`config.mk`:
```
export PLATFORM = sky130hd
export DESIGN_NAME = debug_console
export DESIGN_NICKNAME = d
export VERILOG_FILES = /design/src/rtl/debug_console.sv
export SDC_FILE = /design/constraint.sdc
export NUM_CORES = 1
export LEC_CHECK = 0
export CORE_MARGIN = 1.5
export CORE_UTILIZATION = 30
export DETAILED_ROUTE_END_ITERATION = 8
export GPL_TIMING_DRIVEN = 1
export SYNTH_ARGS = -nofsm -noshare
export SYNTH_HDL_FRONTEND = slang
export SYNTH_SLANG_ARGS = --single-unit
```
`constraint.sdc`:
```
create_clock -name clk_i -period 2.7 [get_ports clk_i]
set_input_delay 0.54 -clock clk_i [delete_from_list [all_inputs] [get_ports clk_i]]
set_output_delay 0.54 -clock clk_i [all_outputs]
set_load 0.005 [all_outputs]
```
`src/rtl/debug_console.sv`:
```
// debug_console: memory-mapped console peripheral. CPU stores to DATA are
// queued in a character FIFO and shifted out 8N1, LSB first, on tx_o under
// cts_i flow control. Each popped byte is also mirrored on char_valid_o/char_o.
module debug_console #(
  parameter int FIFO_DEPTH   = 16,
  parameter int BAUD_DIVIDER = 868
) (
  input  logic        clk_i,
  input  logic        rst_n_i,
  input  logic        write_request_i,
  input  logic [1:0]  write_address_i,
  input  logic [31:0] write_data_i,
  output logic        write_done_o,
  output logic        write_error_o,
  input  logic        read_request_i,
  input  logic [1:0]  read_address_i,
  output logic [31:0] read_data_o,
  output logic        read_done_o,
  output logic        read_error_o,
  input  logic        cts_i,
  output logic        tx_o,
  output logic        char_valid_o,
  output logic [7:0]  char_o
);

  localparam int PTR_W  = $clog2(FIFO_DEPTH);
  localparam int CNT_W  = PTR_W + 1;
  localparam int BAUD_W = $clog2(BAUD_DIVIDER);

  localparam logic [1:0] ADDR_DATA    = 2'd0;
  localparam logic [1:0] ADDR_STATUS  = 2'd1;
  localparam logic [1:0] ADDR_CONTROL = 2'd2;

  typedef enum logic [1:0] {
    ST_IDLE,
    ST_START,
    ST_DATA,
    ST_STOP
  } tx_state_e;

  // Character storage and bookkeeping
  logic [7:0]       fifo_mem [FIFO_DEPTH];
  logic [PTR_W-1:0] wr_ptr;
  logic [PTR_W-1:0] rd_ptr;
  logic [CNT_W-1:0] count;
  logic             enable;

  // Transmitter
  tx_state_e         state_q;
  tx_state_e         state_d;
  logic [BAUD_W-1:0] baud_cnt;
  logic [2:0]        bit_cnt;
  logic [7:0]        shift_q;

  logic        fifo_full;
  logic        fifo_empty;
  logic        wr_data;
  logic        wr_control;
  logic        push;
  logic        pop;
  logic        flush;
  logic        baud_done;
  logic [31:0] status_word;

  // Bits above the character byte carry no meaning for any register.
  logic unused_wdata;
  assign unused_wdata = ^write_data_i[31:8];

  assign fifo_full  = (count == CNT_W'(FIFO_DEPTH));
  assign fifo_empty = (count == '0);
  assign wr_data    = write_request_i && (write_address_i == ADDR_DATA);
  assign wr_control = write_request_i && (write_address_i == ADDR_CONTROL);
  // Fullness is judged on the pre-edge count, so a same-edge pop never rescues a write.
  assign push       = wr_data && !fifo_full;
  assign flush      = wr_control && write_data_i[1];
  assign baud_done  = (baud_cnt == BAUD_W'(BAUD_DIVIDER - 1));

  // STATUS snapshot of the current (pre-edge) register values
  always_comb begin
    // NOTE: every always_comb output gets a default first so no path leaves it unassigned (no latch).
    status_word       = '0;
    status_word[0]    = fifo_full;
    status_word[1]    = fifo_empty;
    status_word[2]    = (state_q != ST_IDLE);
    status_word[15:8] = 8'(count);
  end

  // Write channel: one-cycle done/error response and the CONTROL enable bit
  always_ff @(posedge clk_i) begin
    if (!rst_n_i) begin
      // NOTE: sequential state uses non-blocking assignment so every register samples pre-edge values.
      write_done_o  <= 1'b0;
      write_error_o <= 1'b0;
      enable        <= 1'b1;
    end else begin
      write_done_o  <= push || wr_control;
      write_error_o <= write_request_i && !(push || wr_control);
      if (wr_control) begin
        enable <= write_data_i[0];
      end
    end
  end

  // Read channel: registered data that falls back to zero the following cycle
  always_ff @(posedge clk_i) begin
    if (!rst_n_i) begin
      read_done_o  <= 1'b0;
      read_error_o <= 1'b0;
      read_data_o  <= '0;
    end else begin
      read_done_o  <= 1'b0;
      read_error_o <= 1'b0;
      read_data_o  <= '0;
      if (read_request_i) begin
        case (read_address_i)
          ADDR_STATUS: begin
            read_done_o <= 1'b1;
            read_data_o <= status_word;
          end
          ADDR_CONTROL: begin
            read_done_o <= 1'b1;
            read_data_o <= {31'b0, enable};
          end
          default: read_error_o <= 1'b1;
        endcase
      end
    end
  end

  // FIFO pointers and occupancy; flush overrides any simultaneous pop
  always_ff @(posedge clk_i) begin
    if (!rst_n_i) begin
      wr_ptr <= '0;
      rd_ptr <= '0;
      count  <= '0;
    end else if (flush) begin
      wr_ptr <= '0;
      rd_ptr <= '0;
      count  <= '0;
    end else begin
      if (push) begin
        wr_ptr <= wr_ptr + PTR_W'(1);
      end
      if (pop) begin
        rd_ptr <= rd_ptr + PTR_W'(1);
      end
      case ({push, pop})
        2'b10:   count <= count + CNT_W'(1);
        2'b01:   count <= count - CNT_W'(1);
        default: count <= count;
      endcase
    end
  end

  // FIFO storage write port
  always_ff @(posedge clk_i) begin
    // NOTE: the storage array is deliberately not reset; the pointers and count define which entries are valid.
    if (push) begin
      fifo_mem[wr_ptr] <= write_data_i[7:0];
    end
  end

  // TX state register
  always_ff @(posedge clk_i) begin
    if (!rst_n_i) begin
      state_q <= ST_IDLE;
    end else begin
      state_q <= state_d;
    end
  end

  // TX next-state logic
  always_comb begin
    state_d = state_q;
    case (state_q)
      ST_IDLE:  if (pop)                            state_d = ST_START;
      ST_START: if (baud_done)                      state_d = ST_DATA;
      ST_DATA:  if (baud_done && bit_cnt == 3'd7)   state_d = ST_STOP;
      ST_STOP:  if (baud_done)                      state_d = ST_IDLE;
      default:                                      state_d = ST_IDLE;
    endcase
  end

  // TX outputs: line level and the pop decision taken only while idle
  always_comb begin
    pop  = 1'b0;
    tx_o = 1'b1;
    case (state_q)
      ST_IDLE:  pop  = enable && !fifo_empty && cts_i;
      ST_START: tx_o = 1'b0;
      ST_DATA:  tx_o = shift_q[0];
      default:  tx_o = 1'b1;
    endcase
  end

  // TX datapath: baud/bit counters, shift register and the mirror strobe
  always_ff @(posedge clk_i) begin
    if (!rst_n_i) begin
      baud_cnt     <= '0;
      bit_cnt      <= '0;
      shift_q      <= '0;
      char_valid_o <= 1'b0;
      char_o       <= '0;
    end else begin
      char_valid_o <= pop;
      if (pop) begin
        shift_q <= fifo_mem[rd_ptr];
        char_o  <= fifo_mem[rd_ptr];
      end else if (state_q == ST_DATA && baud_done) begin
        shift_q <= shift_q >> 1;
      end

      // Restart the bit period on every state change and at each bit boundary.
      if (state_q == ST_IDLE || state_d != state_q || baud_done) begin
        baud_cnt <= '0;
      end else begin
        baud_cnt <= baud_cnt + BAUD_W'(1);
      end

      if (state_q != ST_DATA) begin
        bit_cnt <= '0;
      end else if (baud_done) begin
        bit_cnt <= bit_cnt + 3'd1;
      end
    end
  end

endmodule

```
==> impl_metrics.tcl <==
set metrics [dict create \
    place_ws_ps -401 \
    endpoint_kind "flop" \
    path_clk_slew_ps 70 \
    die_h_um 162 \
    critPathMaxFanout 3 \
    postSynthAreaPerCell_sq_um 15.0 \
    synth.most_common_cell "edfxtp_1" \
    dieWidth_um 162 \
    cellLeakagePower_nw 3.21 \
    crit_required_ps 3060 \
    syn_inst 507 \
    grt_pass1_wl_um 23600 \
    synth_cell_types 43 \
    place_area_sq_um 8520 \
    grt_pass1_vias 4362 \
    fmax_ghz 0.387 \
    syn2layout_area_growth_pct 21.1 \
    clock_sinks 190 \
    tns_ps 0 \
    io_pins 87 \
    root_buffer "clkbuf_16" \
    critPathKind "flop to flop" \
    place_congestion 0.788 \
    grt_usage 0.120 \
    antenna_found_initial 0 \
    power_mw 6.53 \
    grt_overflow 0 \
    slowest_delay_ps 390 \
    via_per_inst 4.55 \
    powerDensity_nw_per_um2 711 \
    coreArea_sq_um 25000 \
    status "finished, final reports clean" \
    dp_cells 894 \
    nNetsFinal 641 \
    worstMarginPinSlew_ps 654 \
    num_antenna_cells 0 \
    syn_area_sq_um 7590 \
    synth-seq-cells 190 \
    h-tree-depth 4 \
    crit_slowest_cell "or4_1" \
    layout-drive-gt1-share 0.201 \
    synthArstFlopShare 0 \
    dp.final_hpwl_um 10200 \
    synth-seq-area-share 0.670 \
    grt_max_degree 34 \
    drt_iter0_drc 247 \
    hold_violations 0 \
    crit_chain "nor4_4, buf_4, a2111oi_4, inv_1, ha_4, inv_2, fa_2, nor2b_2, o21ai_2, and3_1, or4_1, a21oi_1" \
    startpoint_type "flop" \
    start_util 0.303 \
    relSlewSlack 0.563 \
    design_area_sq_um 9190 \
    crit_family "simple AND/OR/NAND/NOR gates" \
    critPathBufInv 3 \
    synth.area.top_cells "edfxtp_1 51%, dfxtp_1 16%, mux4_2 9.2%, nor2_1 2.9%, buf_4 2.4%" \
    worstHoldPathType "flop to flop" \
    yosys-top-cells-count "128 x edfxtp_1, 62 x dfxtp_1, 58 x nor2_1" \
    ys_warn_count 0 \
    max-cap-violations 0 \
    wl_per_cell_um 16.3 \
    rows 58 \
    ir_worst_vdd_v 0.000325 \
    finalCriticalPeriod_ps 2580 \
    synth_edf_count 128 \
    vias 4227 \
    portBuffers 38 \
    fin_ws_ps 115 \
    clk_path_buf_depth 2 \
    tritoncts "done" \
    fin_skew_ps 12.7 \
    drc 0 \
    drv_slew 0 \
    dieArea_sq_um 26300 \
    routed_wl_um 15100 \
    critical_path_arrival_ps 2950 \
    drt_pass1_iterations 4 \
    numCtsBuffers 17 \
    yosysTopAreaCellShare 0.507 \
    setup_viol 0 \
    synth.largest_area_cell "edfxtp_1" \
    antenna_left 0 \
    clock_latency_ps 430 \
    synth_ff_type "edfxtp_1" \
    instances_no_fill 928 \
    fin_crit_sh 0.957 \
]
[metal layers]
metal / track usage / wire length (um) / up-vias
met5: 0 / 0 / -
met4: 0.0379 / 148 / 0
met3: 0.0271 / 898 / 11
met2: 0.203 / 7630 / 140
met1: 0.151 / 6450 / 2086
li1: - / - / 1990
[cell usage in the layout, fill, tap and decap left out, types with 5 or more instances in the layout]
master and instances:
a21oi_1 7, a22o_1 15, and2_1 7, and3_1 7, buf_4 41, clkbuf_16 17, clkdlybuf4s50_1 38, conb_1 24
dfxtp_1 57, dfxtp_2 5, edfxtp_1 128, ha_1 12, inv_1 16, mux2i_1 15, mux4_2 31, nand2_1 18
nand3_1 11, nor2_1 58, nor3_1 8, o21ai_0 9, o22ai_1 8, xnor2_1 10, xor2_1 8
[worst paths after layout]
path                 endpoint         from  cells past startpoint  slack [ps]
hold reg to reg   baud_cnt[0]  baud_cnt[0]                      1         470
setup reg to reg     count[4]     count[0]                     12         120
hold / removal    baud_cnt[0]  baud_cnt[0]                      1         470
setup / recovery     count[4]     count[0]                     12         120
[sequential cells by signal, summed over array words and instances, names as in the netlist, 4 cells and up, named ones only]
name         count
wr_ptr           4
shift_q          8
baud_cnt        10
rd_ptr           4
char_o           8
count            5
fifo_mem       128
read_data_o      8
[power by group]
| group | total [mW] | switching, mW | internal, mW | leakage [nW] |
|---|---|---|---|---|
| Combinational | 0.735 | 0.392 | 0.343 | 1.26 |
| Clock | 2.54 | 1.19 | 1.34 | 0.300 |
| Sequential | 3.26 | 0.0681 | 3.19 | 1.66 |
[layout make-up]
class | count | area, sq um
clock buffer | 17 | 425
clock inverter | 15 | 188
fill | 2339 | 15800
inverter | 18 | 67.6
multi-input combinational | 278 | 2290
sequential | 190 | 5090
tap | 330 | 413
timing repair buffer | 80 | 708
[metrics by stage]
step | utilization | hold slack (ps)
3_3_place_gp | 0.340 | 444
3_5_place_dp | 0.340 | 454
2_1_floorplan | - | 430
5_1_grt | 0.367 | 499
6_report | 0.367 | 471
4_1_cts | 0.365 | 472
[worst register-to-register path: stages (launching register included)]
cell       delay, ps
dfxtp_2          340
nor4_4           310
buf_4            180
a2111oi_4         70
inv_1            110
ha_4             160
inv_2             60
fa_2             360
nor2b_2          160
o21ai_2           90
and3_1           160
or4_1            390
a21oi_1          140
[repair_timing]
| item | 4_1_cts | 5_1_grt |
|---|---|---|
| gates resized for setup | 1 | 11 |
| setup endpoints to repair | 1 | 1 |
| setup buffers | 2 | 0 |
| hold buffers | 0 | 0 |
| pin swaps | 1 | 5 |
[cell families after synthesis]
| logic type | count (synthesis) | share of synthesized area |
|---|---|---|
| AOI/OAI and AO/OA | 48 | 0.0462 |
| other | 1 | 0.000494 |
| adders and majority gates | 15 | 0.0257 |
| xor gates and xnor gates | 18 | 0.0208 |
| DFF | 190 | 0.670 |
| muxes | 46 | 0.112 |
| buffers and inverters | 62 | 0.0439 |
| and+or+nand+nor | 127 | 0.0811 |
Note: power is estimated with default switching activity, not from simulation.
